### src/rtl/dds_sweep_gen.sv
// rtl/dds_sweep_gen.sv - DDS tuning-word sweep sequencer (start->stop, per-word dwell, single/continuous)
module dds_sweep_gen #(
   parameter int INC_BITS   = 32,
   parameter int DWELL_BITS = 32
) (
   input  logic                  rst,
   input  logic                  out_clk,
   input  logic                  start_i,
   input  logic                  stop_i,
   input  logic                  hold_i,
   input  logic                  mode_i,
   input  logic [INC_BITS-1:0]   f_start_i,
   input  logic [INC_BITS-1:0]   f_stop_i,
   input  logic [INC_BITS-1:0]   f_step_i,
   input  logic [DWELL_BITS-1:0] dwell_i,
   output logic [INC_BITS-1:0]   inc_out,
   output logic                  sync_o,
   output logic                  busy_o,
   output logic                  done_o
);

   typedef enum logic {IDLE = 1'b0, RUN = 1'b1} state_t;

   state_t                state, state_n;
   logic [INC_BITS-1:0]   f_start_q, f_stop_q, f_step_q;
   logic [DWELL_BITS-1:0] dwell_q, dcnt, dcnt_n;
   logic                  mode_q, dir_q;
   logic [INC_BITS-1:0]   inc_n;
   logic                  sync_n, done_n, load_cfg;
   logic [INC_BITS:0]     sum_up, sum_dn;
   logic                  passed, at_end;

   always_comb begin
      // One extra bit so a step past either end of the range is seen, never wrapped
      sum_up = {1'b0, inc_out} + {1'b0, f_step_q};
      sum_dn = {1'b0, inc_out} - {1'b0, f_step_q};
      passed = dir_q ? (sum_up > {1'b0, f_stop_q})
                     : (sum_dn[INC_BITS] || (sum_dn[INC_BITS-1:0] < f_stop_q));
      // A zero step makes the sweep a single point
      at_end = (inc_out == f_stop_q) || (f_step_q == '0);
   end

   always_comb begin
      state_n  = state;
      dcnt_n   = dcnt;
      inc_n    = inc_out;
      sync_n   = 1'b0;
      done_n   = 1'b0;
      load_cfg = 1'b0;
      if (stop_i) begin
         state_n = IDLE;
      end else begin
         case (state)
            IDLE: begin
               if (start_i) begin
                  load_cfg = 1'b1;
                  state_n  = RUN;
                  inc_n    = f_start_i;
                  sync_n   = 1'b1;
                  dcnt_n   = dwell_i;
               end
            end
            RUN: begin
               if (hold_i) begin
                  state_n = RUN;
               end else if (dcnt != '0) begin
                  dcnt_n = dcnt - 1'b1;
               end else if (!at_end) begin
                  inc_n  = passed ? f_stop_q
                                  : (dir_q ? sum_up[INC_BITS-1:0] : sum_dn[INC_BITS-1:0]);
                  dcnt_n = dwell_q;
               end else if (mode_q) begin
                  inc_n  = f_start_q;
                  sync_n = 1'b1;
                  dcnt_n = dwell_q;
               end else begin
                  state_n = IDLE;
                  done_n  = 1'b1;
               end
            end
            default: state_n = IDLE;
         endcase
      end
   end

   always_ff @(posedge out_clk or negedge rst) begin
      if (!rst) begin
         state     <= IDLE;
         dcnt      <= '0;
         inc_out   <= '0;
         sync_o    <= 1'b0;
         busy_o    <= 1'b0;
         done_o    <= 1'b0;
         f_start_q <= '0;
         f_stop_q  <= '0;
         f_step_q  <= '0;
         dwell_q   <= '0;
         mode_q    <= 1'b0;
         dir_q     <= 1'b1;
      end else begin
         state   <= state_n;
         dcnt    <= dcnt_n;
         inc_out <= inc_n;
         sync_o  <= sync_n;
         done_o  <= done_n;
         busy_o  <= (state_n == RUN);
         if (load_cfg) begin
            f_start_q <= f_start_i;
            f_stop_q  <= f_stop_i;
            f_step_q  <= f_step_i;
            dwell_q   <= dwell_i;
            mode_q    <= mode_i;
            dir_q     <= (f_stop_i >= f_start_i);
         end
      end
   end

endmodule

### config.mk
export PLATFORM = sky130hd
export DESIGN_NAME = dds_sweep_gen
export DESIGN_NICKNAME = d
export VERILOG_FILES = /design/src/rtl/dds_sweep_gen.sv
export SDC_FILE = /design/constraint.sdc
export NUM_CORES = 1
export LEC_CHECK = 0
export ABC_AREA = 1
export ABC_CLOCK_PERIOD_IN_PS = 2920
export CORE_UTILIZATION = 30
export CTS_BUF_LIST = sky130_fd_sc_hd__clkbuf_4 sky130_fd_sc_hd__clkbuf_8
export DETAILED_ROUTE_END_ITERATION = 8
export DONT_BUFFER_PORTS = 1
export PLACE_DENSITY = 0.49
export REMOVE_ABC_BUFFERS = 1
export SLEW_MARGIN = 20
export SYNTH_ARGS = -nofsm -noshare
export SYNTH_HDL_FRONTEND = slang
export SYNTH_SLANG_ARGS = --single-unit
### constraint.sdc
create_clock -name out_clk -period 2.92 [get_ports out_clk]
set_input_delay 0.876 -clock out_clk [delete_from_list [all_inputs] [get_ports out_clk]]
set_output_delay 0.876 -clock out_clk [all_outputs]
set_load 0.05 [all_outputs]
Yosys cells after proc, flatten, opt, wreduce, memory -nomap -nowiden
Cells that the tools add are included.
{"block": "word_totals", "regBits": 197, "wordCells": 66}
{"block": "op_classes", "n_addsub": 3, "n_lt_le_gt_ge": 3, "eq_ne": 6, "n_mux": 35, "n_bitwise": 2, "n_reduce_logical": 6}
{"op": "32-bit two-way mux", "count": 12}
{"op": "32-bit case mux with 2 select lines", "count": 2}
{"op": "32-bit by 32-bit adder with 33-bit output", "count": 1}
{"op": "33-bit by 32-bit > comparator with 1-bit output", "count": 1}
{"op": "32-bit by 32-bit subtractor with 33-bit output", "count": 1}
{"op": "32-bit equality test", "count": 1}
{"op": "32-bit greater-or-equal comparator", "count": 1}
{"op": "32-bit logical NOT", "count": 1}
{"op": "32-bit less-than comparator", "count": 1}
{"op": "32-bit nonzero test", "count": 1}
{"op": "32-bit by 1-bit subtractor with 32-bit output, second input constant", "count": 1}
{"op": "1-bit two-way mux", "count": 19}
{"op": "2-bit != test, second input constant", "count": 3}
{"op": "5-bit AND reduction", "count": 1}
{"op": "4-bit by 3-bit != test with 1-bit output, second input constant", "count": 1}
{"op": "1-bit case mux with 2 select lines", "count": 2}
{"op": "4-bit AND reduction", "count": 1}
{"op": "3-bit != test, second input constant", "count": 1}
{"op": "1-bit logical OR", "count": 2}
{"op": "1-bit inverter", "count": 2}

Depth between registers and ports, before layout
Gate-level depths: netlist (run 1).
{"block": "depth", "ltp_word": 9, "depth_mapped": 31, "ltp_nobuf": 29}

Worst setup path before layout (run 1)
Ideal clock, no wire load.
{"block": "synth_path", "kind": "register to register", "startpoint": "register inc_out[0]", "endpoint": "register inc_out[7]", "setup_time_ps": 78, "arrival_ps": 3433, "t_required_ps": 2842, "path_slack_ps": -591, "stages_incl_launch_ff": 27, "path_buffers": 1, "synth_period_minus_slack_ps": 3511, "cell_sequence": "dfrtp_1 > ha_1 > fa_1 > nand3_1 > nand2_1 > nand3_1 > nand2_1 > nand2_1 > nand2_1 > nand2_1 > nand2_1 > nand2_1 > nand2_1 > ha_1 > nand2_1 > nor4_1 > nand3_1 > nor2_1 > nand3_1 > nand2_1 > inv_1 > nand2_4 > nand2_4 > buf_6 > nand2_1 > nand3_1 > a21oi_1"}
{"block": "synth_between", "elab_chain_cells": 9, "elab_cells_between_ends": 16, "classes_between": "2 x add/sub; 2 x order compare; 2 x eq/ne; 7 x mux; 3 x reduce/logical"}
{"element": "start: declaration", "line_no": "16", "text": "output logic [INC_BITS-1:0] inc_out,"}
{"element": "start signal: assignment", "line_no": "103", "text": "inc_out <= inc_n;"}
{"element": "32-bit by 32-bit subtractor with 33-bit output", "line_no": "36", "text": "sum_dn = {1'b0, inc_out} - {1'b0, f_step_q};"}
{"element": "32-bit less-than comparator", "line_no": "38", "text": ": (sum_dn[INC_BITS] || (sum_dn[INC_BITS-1:0] < f_stop_q));"}
{"element": "1-bit logical OR", "line_no": "38"}
{"element": "1-bit two-way mux", "line_no": "37", "text": "passed = dir_q ? (sum_up > {1'b0, f_stop_q})"}
{"element": "32-bit two-way mux", "line_no": "69", "text": "inc_n = passed ? f_stop_q"}
{"element": "32-bit two-way mux", "line_no": "68", "text": "end else if (!at_end) begin"}
{"element": "32-bit two-way mux", "line_no": "66", "text": "end else if (dcnt != '0) begin"}
{"element": "32-bit two-way mux", "line_no": "64", "text": "if (hold_i) begin"}
{"element": "32-bit case mux with 2 select lines", "line_no": "53", "text": "case (state)"}
Parallel ways exist; a longest one is shown, timed or not. The select of a mux whose other input is x is not followed.
A chain may end at the register's enable or synchronous reset.

Final worst setup path (run 1)
{"block": "layout_path", "startpoint": "register f_step_q[14]", "endpoint": "register inc_out[18]"}
{"block": "layout_between", "elab_chain_cells": 9, "elab_cells_between_ends": 16, "classes_between": "2 x add/sub; 2 x order compare; 1 x eq/ne; 7 x mux; 4 x reduce/logical"}
{"element": "start: declaration", "line_no": "25", "text": "logic [INC_BITS-1:0] f_start_q, f_stop_q, f_step_q;"}
{"element": "start signal: assignment", "line_no": "110", "text": "f_step_q <= f_step_i;"}
{"element": "32-bit by 32-bit subtractor with 33-bit output", "line_no": "36"}
{"element": "32-bit less-than comparator", "line_no": "38"}
{"element": "1-bit logical OR", "line_no": "38"}
{"element": "1-bit two-way mux", "line_no": "37"}
{"element": "32-bit two-way mux", "line_no": "69"}
{"element": "32-bit two-way mux", "line_no": "68"}
{"element": "32-bit two-way mux", "line_no": "66"}
{"element": "32-bit two-way mux", "line_no": "64"}
{"element": "32-bit case mux with 2 select lines", "line_no": "53"}
Parallel ways exist; a longest one is shown, timed or not. The select of a mux whose other input is x is not followed.

==> metrics.txt, run 1 <==
status finished, violations left; failing checks negative hold slack, negative setup slack; grt ovf 0; Avg Vias per Cell around 5.1; I/O Buffers 0; area leader, netlist dfrtp_1; Pwr per Cell Area 1010 mW/mm2; CTS Buf Count 17; deepest clock path buffer count 2; initial antenna violation count 4; top-area cell type share of the netlist area roughly 29%; Die Y around 240 um; peak supply drop about 0.62 mV; via count around 19000; HPWL Detailed 57200 um; Net count, final between 3000 and 4000; EDFF count, synth 0; share of layout cells above drive strength 1 between 30% and 40%; Synth Register Bits between 150 and 200; Total Routing Usage GR roughly a quarter; largest net degree at the start of global routing 198; Cells after Synth 2527; most common library cells after synthesis 615 x nand2_1, 300 x inv_1, 271 x o21ai_0, 230 x nor2_1, 222 x nand3_1; clk_lat worst skew 600 ps; critical path arrival 4350 ps; Critical Path Fanout Max 8; max cap viols 0; CP Capture Type flip-flop; Worst EP required roughly 3500 ps; Rows 87; worst hold slack -12.5 ps; Fin Clk Skew 25.7 ps; Starting Density approximately 30%; Period minus WS final about 3800 ps; Fin. Hold Viols 5; Slew @ Worst Pin between 600 and 700 ps; htree depth 4; GP Congestion slightly above 1; Design Power about 24000 uW; io pins 169; Async S/R FF share, synth 100%; crit start category flip-flop; r2r worst-path depth 27; worst setup margin -895 ps; root buffer cell clkbuf_8; total negative slack -27240 ps; Final ANT Viol Nets 0; # setup viols final 32; Slew Limit Fails 0; area growth from synthesis to layout 38.3%; Initial DRC Count approximately 1700; core area about 0.056 mm2; DRC 0; Area contributors post-synth dfrtp_1 29%, nand2_1 14%, ha_1 12%, o21ai_0 8.0%, inv_1 6.6%; final worst-path cycle share 131%; fraction of the yosys area taken by sequential cells 28.9%; vias in the first global route ~18000; Fmax 0.262 GHz; slew margin rel. about 55%; Syn Area/Cell slightly below 7 um2; Die X ~240 um; Post-Synthesis Cell Area about 0.017 mm2; wire per inst about 20 um; drt total wl 73900 um; Worst Hold Class in -> async; clk slew on worst S/H paths 140 ps; first-pass GRT wire length ~110000 um; kind of critical path reg -> reg; CTS tree yes; Distinct cells, synth 56; Syn. warnings 0; Leak 0.0111 uW; most common cell in the synthesized netlist nand2_1; drt first pass iters 6; # clock sinks slightly below 200; RSZ-0062 raised after global routing yes; die footprint approximately 0.058 mm2; Synth Flop Type dfrtp_1
-- critical path, cell delays in order, from the launching register on --
cell	delay [ps]
dfrtp_1	400
inv_1	130
ha_4	240
a21oi_1	190
buf_4	150
o21ai_2	70
buf_4	140
inv_1	60
nand2_1	80
nand2_1	140
nand3_1	90
nand2_1	80
nand2_1	110
ha_1	320
nand2_1	90
nor2_4	130
nand2_4	90
nor4_4	220
nand2_1	90
nand2_1	80
nand2_2	60
nand2_4	120
buf_6	120
buf_8	120
nand2_8	110
nand2_1	80
nand3_1	60
a21oi_1	140
-- path summary, 6_finish.rpt --
path                                end         start  slack (ps)
setup / recovery            inc_out[18]  f_step_q[14]        -890
hold / removal             f_start_q[0]           rst         -10
setup reg to reg            inc_out[18]  f_step_q[14]        -890
hold reg to reg              dwell_q[9]    dwell_q[9]         480
max in group asynchronous  f_step_q[10]           rst        2510
min in group out_clk              state        stop_i         330
-- per-stage QoR --
stage / instances / cell area [um2] / hold slack, ps / setup WS (ps) / utilization [%]
2_1_floorplan: 2431 / 16500 / 437 / -5270 / -
3_3_place_gp: 3558 / 20400 / 454 / -1670 / 36.3
3_5_place_dp: 3558 / 20400 / 453 / -1550 / 36.3
4_1_cts: 3627 / 22400 / -89.1 / -825 / 39.9
5_1_grt: 3654 / 23600 / -61.0 / -1060 / 41.9
6_report: 3654 / 23600 / -12.5 / -895 / 41.9
-- power by group --
group / total, uW / internal (uW) / switching [uW]
clock network: 2060 / 676 / 1390
registers: 3840 / 3270 / 571
logic: 17900 / 7550 / 10400
total: 23800 / 11500 / 12300
-- logic make-up after synthesis --
group                      count (synthesis)  synth area share, %
AOI/OAI and AO/OA                        506                 15.8
xor gates and xnor gates                  64                 3.29
adders and majority gates                163                 12.1
buffers and inverters                    412                 10.0
DFF                                      197                 28.9
muxes                                      8                0.470
and+or+nand+nor                         1177                 29.4
-- cell type report --
type	count	area [um2]
diodes	4	10.0
clock buffers	17	234
clock inverters	15	194
fillers	5865	32700
inverters	316	1190
multi-input cells	1921	12500
flip-flops and latches	197	4960
well taps	756	946
repair buffers	428	3570
-- placed cells by master, fill, tap and decap left out, types with 31 or more instances in the layout --
master	instances
ha_4	41
nor2_2	32
a21oi_2	59
o21ai_0	246
nor2_1	190
nand2_1	510
a21oi_1	82
nand3_2	46
ha_1	113
dfrtp_1	171
o21ai_1	37
inv_1	274
nand4_1	31
nand3_1	172
nand2_2	93
inv_2	36
buf_4	390
-- routing by layer --
layer  global-route usage, %  share of wire [%]  up-vias
met2                    41.3                 47      546
li1                        -                  -     8997
met4                    11.8                4.1        0
met1                    32.5                 43     8944
met5                       0                  0        -
met3                    4.56                6.1      107
-- state kept, by name, summed over array words and instances (netlist names), 32 cells and up --
register / count
dcnt: 32
dwell_q: 32
f_start_q: 32
f_step_q: 32
f_stop_q: 32
inc_out: 32
-- timing repair --
action,CTS,global route
gates resized for setup,297,229
pin swaps,68,73
hold endpoints to repair,196,185
setup buffers,32,21
cloned,5,4
setup endpoints to repair,32,48
Note: power is estimated with default switching activity, not from simulation.
==> run 2: changes to the inputs <==
--- a/config.mk
+++ b/config.mk
@@ -5,10 +5,9 @@
 export SDC_FILE = /design/constraint.sdc
 export NUM_CORES = 1
 export LEC_CHECK = 0
-export ABC_AREA = 1
 export ABC_CLOCK_PERIOD_IN_PS = 2920
 export CORE_UTILIZATION = 30
-export CTS_BUF_LIST = sky130_fd_sc_hd__clkbuf_4 sky130_fd_sc_hd__clkbuf_8
+export CTS_BUF_LIST = sky130_fd_sc_hd__clkbuf_16
 export DETAILED_ROUTE_END_ITERATION = 8
 export DONT_BUFFER_PORTS = 1
 export PLACE_DENSITY = 0.49
==> metrics.txt, run 2 <==
status finished, violations left (unchanged); failing checks negative setup slack (was negative hold slack, negative setup slack); Worst Hold Class in -> async (unchanged); Cells after Synth 1924 (was 2527); Initial DRC Count 1112 (was 1705); root buffer cell clkbuf_16 (was clkbuf_8); reg2reg setup slack -2380 ps (was -890 ps); Worst EP required 3290 ps (was 3460 ps); Net count, final 2742 (was 3178); commonest non-fill, non-tap cell in the layout buf_4 (was nand2_1); commonest cells after routing, fill and taps aside 547 x buf_4, 194 x dfrtp_1, 158 x ha_1 (was 510 x nand2_1, 390 x buf_4, 274 x inv_1); fraction of the yosys area taken by sequential cells 30.2% (was 28.9%); die footprint 0.0553 mm2 (was 0.0578 mm2); HPWL Detailed 53200 um (was 57200 um); CP Capture Type flip-flop (unchanged); Pwr per Cell Area 1030 mW/mm2 (was 1010 mW/mm2); placed cells 3096 (was 3558); area growth from synthesis to layout 41.3% (was 38.3%); max cap viols 0 (unchanged); dpl ws -2840 ps (was -1550 ps); crit start category flip-flop (unchanged); clk slew on worst S/H paths 80 ps (was 140 ps); Fmax 0.189 GHz (was 0.262 GHz); GP Congestion 0.957 (was 1.01); core area 0.0538 mm2 (was 0.0563 mm2); Leak 0.0104 uW (was 0.0111 uW); Fin. Hold Viols 0 (was 5); Avg Vias per Cell 5.22 (was 5.09); Die Y 235 um (was 240 um); Final ANT Viol Nets 0 (unchanged); htree depth 4 (unchanged); slew margin rel. 44.5% (was 55.2%); initial antenna violation count 5 (was 4); RSZ-0062 raised after global routing yes (unchanged); Total Routing Usage GR 24.4% (was 25.4%); CTS Hold Buffers Added 0; area leader, netlist dfrtp_1 (unchanged); top-area cell type share of the netlist area 30.1% (was 28.8%); most common cell in the synthesized netlist dfrtp_1 (was nand2_1); deepest clock path buffer count 2 (unchanged); Die X 235 um (was 240 um); EDFF count, synth 0 (unchanged); peak supply drop 0.548 mV (was 0.619 mV); Area contributors post-synth dfrtp_1 30%, ha_1 12%, xnor2_1 5.5%, a21oi_1 5.2%, mux2_2 4.8% (was dfrtp_1 29%, nand2_1 14%, ha_1 12%, o21ai_0 8.0%, inv_1 6.6%); drt total wl 67900 um (was 73900 um); Synth Flop Type dfrtp_1 (unchanged); Async S/R FF share, synth 100% (unchanged); io pins 169 (unchanged); DRC 0 (unchanged); vias in the first global route 16800 (was 18100); Fin Clk Skew 24.1 ps (was 25.7 ps); Syn. warnings 0 (unchanged); Rows 85 (was 87); # setup viols final 35 (was 32); wire per inst 21.5 um (was 20.2 um); share of layout cells above drive strength 1 34.3% (was 31.8%); Synth Register Bits 197 (unchanged); # clock sinks 197 (unchanged); first-pass GRT wire length 102000 um (was 109000 um); drt first pass iters 5 (was 6); I/O Buffers 0 (unchanged); largest net degree at the start of global routing 198 (unchanged); total negative slack -72670 ps (was -27240 ps); clk_lat worst skew 520 ps (was 600 ps); kind of critical path reg -> reg (unchanged); Slew Limit Fails 0 (unchanged); Period minus WS final 5300 ps (was 3810 ps); Critical Path Fanout Max 6 (was 8); CTS tree yes (unchanged); grt ovf 0 (unchanged); Syn Area/Cell 8.48 um2 (was 6.75 um2); Finished Layout Cells 3156 (was 3654); Starting Density 30.3% (about the same); Slew @ Worst Pin 826 ps (was 672 ps); Post-Synthesis Cell Area 0.0163 mm2 (was 0.0170 mm2); CTS Buf Count 17 (unchanged); via count 16500 (was 18600); Design Power 23700 uW (was 23800 uW); critical path arrival 5660 ps (was 4350 ps); Distinct cells, synth 86 (was 56); final worst-path cycle share 181% (was 131%); most common library cells after synthesis 196 x dfrtp_1, 169 x nor2_1, 168 x a21oi_1, 161 x ha_1, 152 x nand2_1 (was 615 x nand2_1, 300 x inv_1, 271 x o21ai_0, 230 x nor2_1, 222 x nand3_1); worst setup margin -2380 ps (was -895 ps)
run 2: cells by family after synthesis:
logic type               count (synthesis)  synth area share [%]
multiplexers                           115                  7.59
AO/OA/AOI/OAI                          534                  20.9
flip-flops                             197                  30.2
adder cells (fa/ha/maj)                163                  12.6
XOR/XNOR                               127                  6.82
AND/OR/NAND/NOR                        556                  16.3
buffers and inverters                  232                  5.57
run 2: repair_timing:
action / 4_1_cts / 5_1_grt
setup buffers: 17 / 9
pin swaps: 41 / 25
gates cloned: 2 / 4
setup endpoints to repair: 64 / 65
resized for setup: 98 / 101
run 2: worst paths after layout:
path | cells after the start | endpoint | startpoint
max reg2reg | 23 | inc_out[19] | inc_out[10]
min in group out_clk | 1 | sync_o | stop_i
max | 23 | inc_out[19] | inc_out[10]
max in group asynchronous | 0 | state | rst
min reg2reg | 1 | dwell_q[22] | dwell_q[22]
min | 0 | f_step_q[27] | rst
run 2: layer usage:
| metal | part of all wire, % | track usage [%] | up-vias |
|---|---|---|---|
| li1 | - | - | 7951 |
| met1 | 43 | 30.2 | 8048 |
| met2 | 48 | 41.4 | 388 |
| met3 | 5.8 | 5.77 | 92 |
| met4 | 3.0 | 8.53 | 4 |
| met5 | 0.044 | 0 | - |
run 2: power by group:
group	internal [uW]	switching [uW]	leakage, uW
logic	8430	9050	0.00783
registers	3290	436	0.00232
clock network	1210	1320	0.000293
total	12900	10800	0.0104
run 2: cell type report:
type / instances / area (um2)
Antenna cell: 2 / 5.00
Clock buffer: 17 / 425
Clock inverter: 15 / 169
Fill cell: 5432 / 30800
Inverter: 134 / 503
Multi-Input combinational cell: 1496 / 11200
Sequential cell: 197 / 4940
Tap cell: 696 / 871
Timing Repair Buffer: 599 / 4930
run 2: metrics by stage:
step	cell area, um2	hold slack [ps]	utilization (%)
3_3_place_gp	21300	490	39.7
3_5_place_dp	21300	496	39.7
5_1_grt	23000	43.5	42.8
6_report	23000	64.7	42.8
4_1_cts	22600	18.2	41.9
2_1_floorplan	15900	476	-
run 2: critical path: stages (launching register included):
cell	delay [ps]
dfrtp_1	430
ha_4	270
or4_4	540
or4_4	430
a211o_1	270
or3b_4	260
o41ai_4	70
buf_4	170
o41ai_4	380
buf_4	190
xnor2_2	70
ha_2	200
a21oi_2	140
nor2b_2	70
a2111oi_4	320
buf_4	170
a211oi_2	60
buf_4	150
a211oi_4	270
buf_6	230
buf_12	130
nor4_2	40
a41oi_1	160
a31oi_1	110
==> run 3: changes to the inputs <==
--- a/config.mk
+++ b/config.mk
@@ -12,7 +12,8 @@
 export DONT_BUFFER_PORTS = 1
 export PLACE_DENSITY = 0.49
 export REMOVE_ABC_BUFFERS = 1
-export SLEW_MARGIN = 20
+export SKIP_CTS_REPAIR_TIMING = 1
+export SLEW_MARGIN = 10
 export SYNTH_ARGS = -nofsm -noshare
 export SYNTH_HDL_FRONTEND = slang
 export SYNTH_SLANG_ARGS = --single-unit
==> metrics.txt, run 3 (same netlist as run 2, synthesis figures left out) <==
Layout Utilization 42.3% (was 42.8%); CTS Buf Count 17 (unchanged); r2r startpoint inc_out[10] (unchanged); worst setup margin -2400 ps (was -2380 ps); Avg Vias per Cell 5.20 (was 5.22); drt first pass iters 5 (unchanged); wire per inst 21.3 um (was 21.5 um); clk slew on worst S/H paths 80 ps (about the same); Leak 0.0104 uW (about the same); I/O Buffers 0 (unchanged); htree depth 4 (unchanged); Die X 235 um (unchanged); reg2reg setup slack -2400 ps (was -2380 ps); root buffer cell clkbuf_16 (unchanged); crit start category flip-flop (unchanged); commonest non-fill, non-tap cell in the layout buf_4 (unchanged); max cap viols 0 (unchanged); placed cells 3096 (unchanged); # clock sinks 197 (unchanged); RSZ-0062 raised after global routing yes (unchanged); Critical Path Fanout Max 6 (unchanged); Starting Density 30.3% (unchanged); deepest clock path buffer count 2 (unchanged); via count 16400 (was 16500); Period minus WS final 5320 ps (was 5300 ps); Buf/Inv on CP 3 (was 6); Final Cell Area 0.0228 mm2 (was 0.0230 mm2); Design Power 23400 uW (was 23700 uW); # setup viols final 53 (was 35); Net count, final 2735 (was 2742); Fin Clk Skew 25.9 ps (was 24.1 ps); vias in the first global route 16600 (was 16800); Worst Hold Class in -> async (unchanged); share of layout cells above drive strength 1 32.9% (was 34.3%); clk_lat worst skew 520 ps (about the same); Fin. Hold Viols 0 (unchanged); peak supply drop 0.546 mV (was 0.548 mV); Slew Limit Fails 0 (unchanged); Rows 85 (unchanged); Total Routing Usage GR 24.0% (was 24.4%); die footprint 0.0553 mm2 (unchanged); Crit path max-delay family simple AND/OR/NAND/NOR gates (was compound AO/OA/AOI/OAI gates); Fmax 0.188 GHz (was 0.189 GHz); CTS tree yes (unchanged); Final ANT Viol Nets 0 (unchanged); Worst EP required 3290 ps (about the same); io pins 169 (unchanged); failing checks negative setup slack (unchanged); DRC 0 (unchanged); placed cell areas 0.0213 mm2 (unchanged); first-pass GRT wire length 100000 um (was 102000 um); GP Congestion 0.957 (unchanged); Worst path most repeated cell or4_4 (was buf_4); CP Capture Type flip-flop (unchanged); critical path arrival 5680 ps (was 5660 ps); Reg-to-Reg End inc_out[19] (unchanged); drt total wl 67200 um (was 67900 um); sequence of cells on the critical path ha_4 -> or4_4 -> or4_4 -> a211o_1 -> or3b_4 -> o41ai_4 -> xnor2_1 -> ha_1 -> nand4_1 -> or3_4 -> or4_4 -> nor4b_4 -> a211oi_2 -> buf_4 -> a211oi_4 -> buf_6 -> buf_12 -> nor4_2 -> a41oi_1 -> a31oi_1 (was ha_4 -> or4_4 -> or4_4 -> a211o_1 -> or3b_4 -> o41ai_4 -> buf_4 -> o41ai_4 -> buf_4 -> xnor2_2 -> ha_2 -> a21oi_2 -> nor2b_2 -> a2111oi_4 -> buf_4 -> a211oi_2 -> buf_4 -> a211oi_4 -> buf_6 -> buf_12 -> nor4_2 -> a41oi_1 -> a31oi_1); Pwr per Cell Area 1030 mW/mm2 (about the same); Die Y 235 um (unchanged); initial antenna violation count 5 (unchanged); status finished, violations left (unchanged); HPWL Detailed 53200 um (unchanged); critical path's largest stage delay 530 ps (was 540 ps); largest net degree at the start of global routing 198 (unchanged); commonest cells after routing, fill and taps aside 552 x buf_4, 194 x dfrtp_1, 164 x nor2_1 (was 547 x buf_4, 194 x dfrtp_1, 158 x ha_1); core area 0.0538 mm2 (unchanged); grt ovf 0 (unchanged); r2r worst-path depth 20 (was 23); Initial DRC Count 1022 (was 1112); final worst-path cycle share 182% (was 181%); Slew @ Worst Pin 839 ps (was 826 ps); CP max-delay cell or4_4 (unchanged); Finished Layout Cells 3149 (was 3156); area growth from synthesis to layout 39.5% (was 41.3%); kind of critical path reg -> reg (unchanged); slew margin rel. 43.6% (was 44.5%)
## run 3: final cells by class
| cell class | count | area, um2 |
|---|---|---|
| Fill cell | 5430 | 31100 |
| Inverter | 134 | 503 |
| Sequential cell | 197 | 4940 |
| Tap cell | 696 | 871 |
| Timing Repair Buffer | 592 | 4780 |
| Antenna cell | 2 | 5.00 |
| Multi-Input combinational cell | 1496 | 11100 |
| Clock buffer | 17 | 425 |
| Clock inverter | 15 | 169 |
## run 3: routing by layer
layer,vias up,global-route usage [%],part of all wire (%)
met4,4,7.80,2.9
li1,7944,-,-
met3,83,5.57,6.0
met1,7972,30.0,43
met2,385,40.8,48
met5,-,0,0.045
## run 3: worst max-delay path by stage
stage | from | endpoint | slack [ps] | cells after the start
after floorplan | state | dwell_q[0] | -6300 | 3
after global placement | inc_out[2] | inc_out[22] | -2760 | 21
after detailed placement | inc_out[2] | inc_out[22] | -2840 | 21
after CTS | inc_out[2] | inc_out[22] | -2890 | 21
after global routing | inc_out[6] | inc_out[19] | -2560 | 25
final | inc_out[10] | inc_out[19] | -2400 | 20
## run 3: report_power, final
group	switching [uW]	leakage, uW	internal, uW
clock	1310	0.000293	1210
sequential	418	0.00232	3290
combinational	9000	0.00774	8150
## run 3: metrics by stage
| stage | setup TNS, ps | hold slack (ps) | worst slack, ps |
|---|---|---|---|
| 2_1_floorplan | -990030 | 476 | -6300 |
| 3_3_place_gp | -87520 | 490 | -2760 |
| 3_5_place_dp | -90180 | 496 | -2840 |
| 4_1_cts | -92040 | 18.2 | -2890 |
| 5_1_grt | -84700 | 41.8 | -2560 |
| 6_report | -74980 | 67.3 | -2400 |
## run 3: worst register-to-register path: stages, from the launching register on
cell	delay, ps
dfrtp_1	430
ha_4	270
or4_4	530
or4_4	430
a211o_1	270
or3b_4	260
o41ai_4	70
xnor2_1	130
ha_1	300
nand4_1	120
or3_4	360
or4_4	530
nor4b_4	270
a211oi_2	70
buf_4	160
a211oi_4	290
buf_6	230
buf_12	130
nor4_2	40
a41oi_1	170
a31oi_1	120
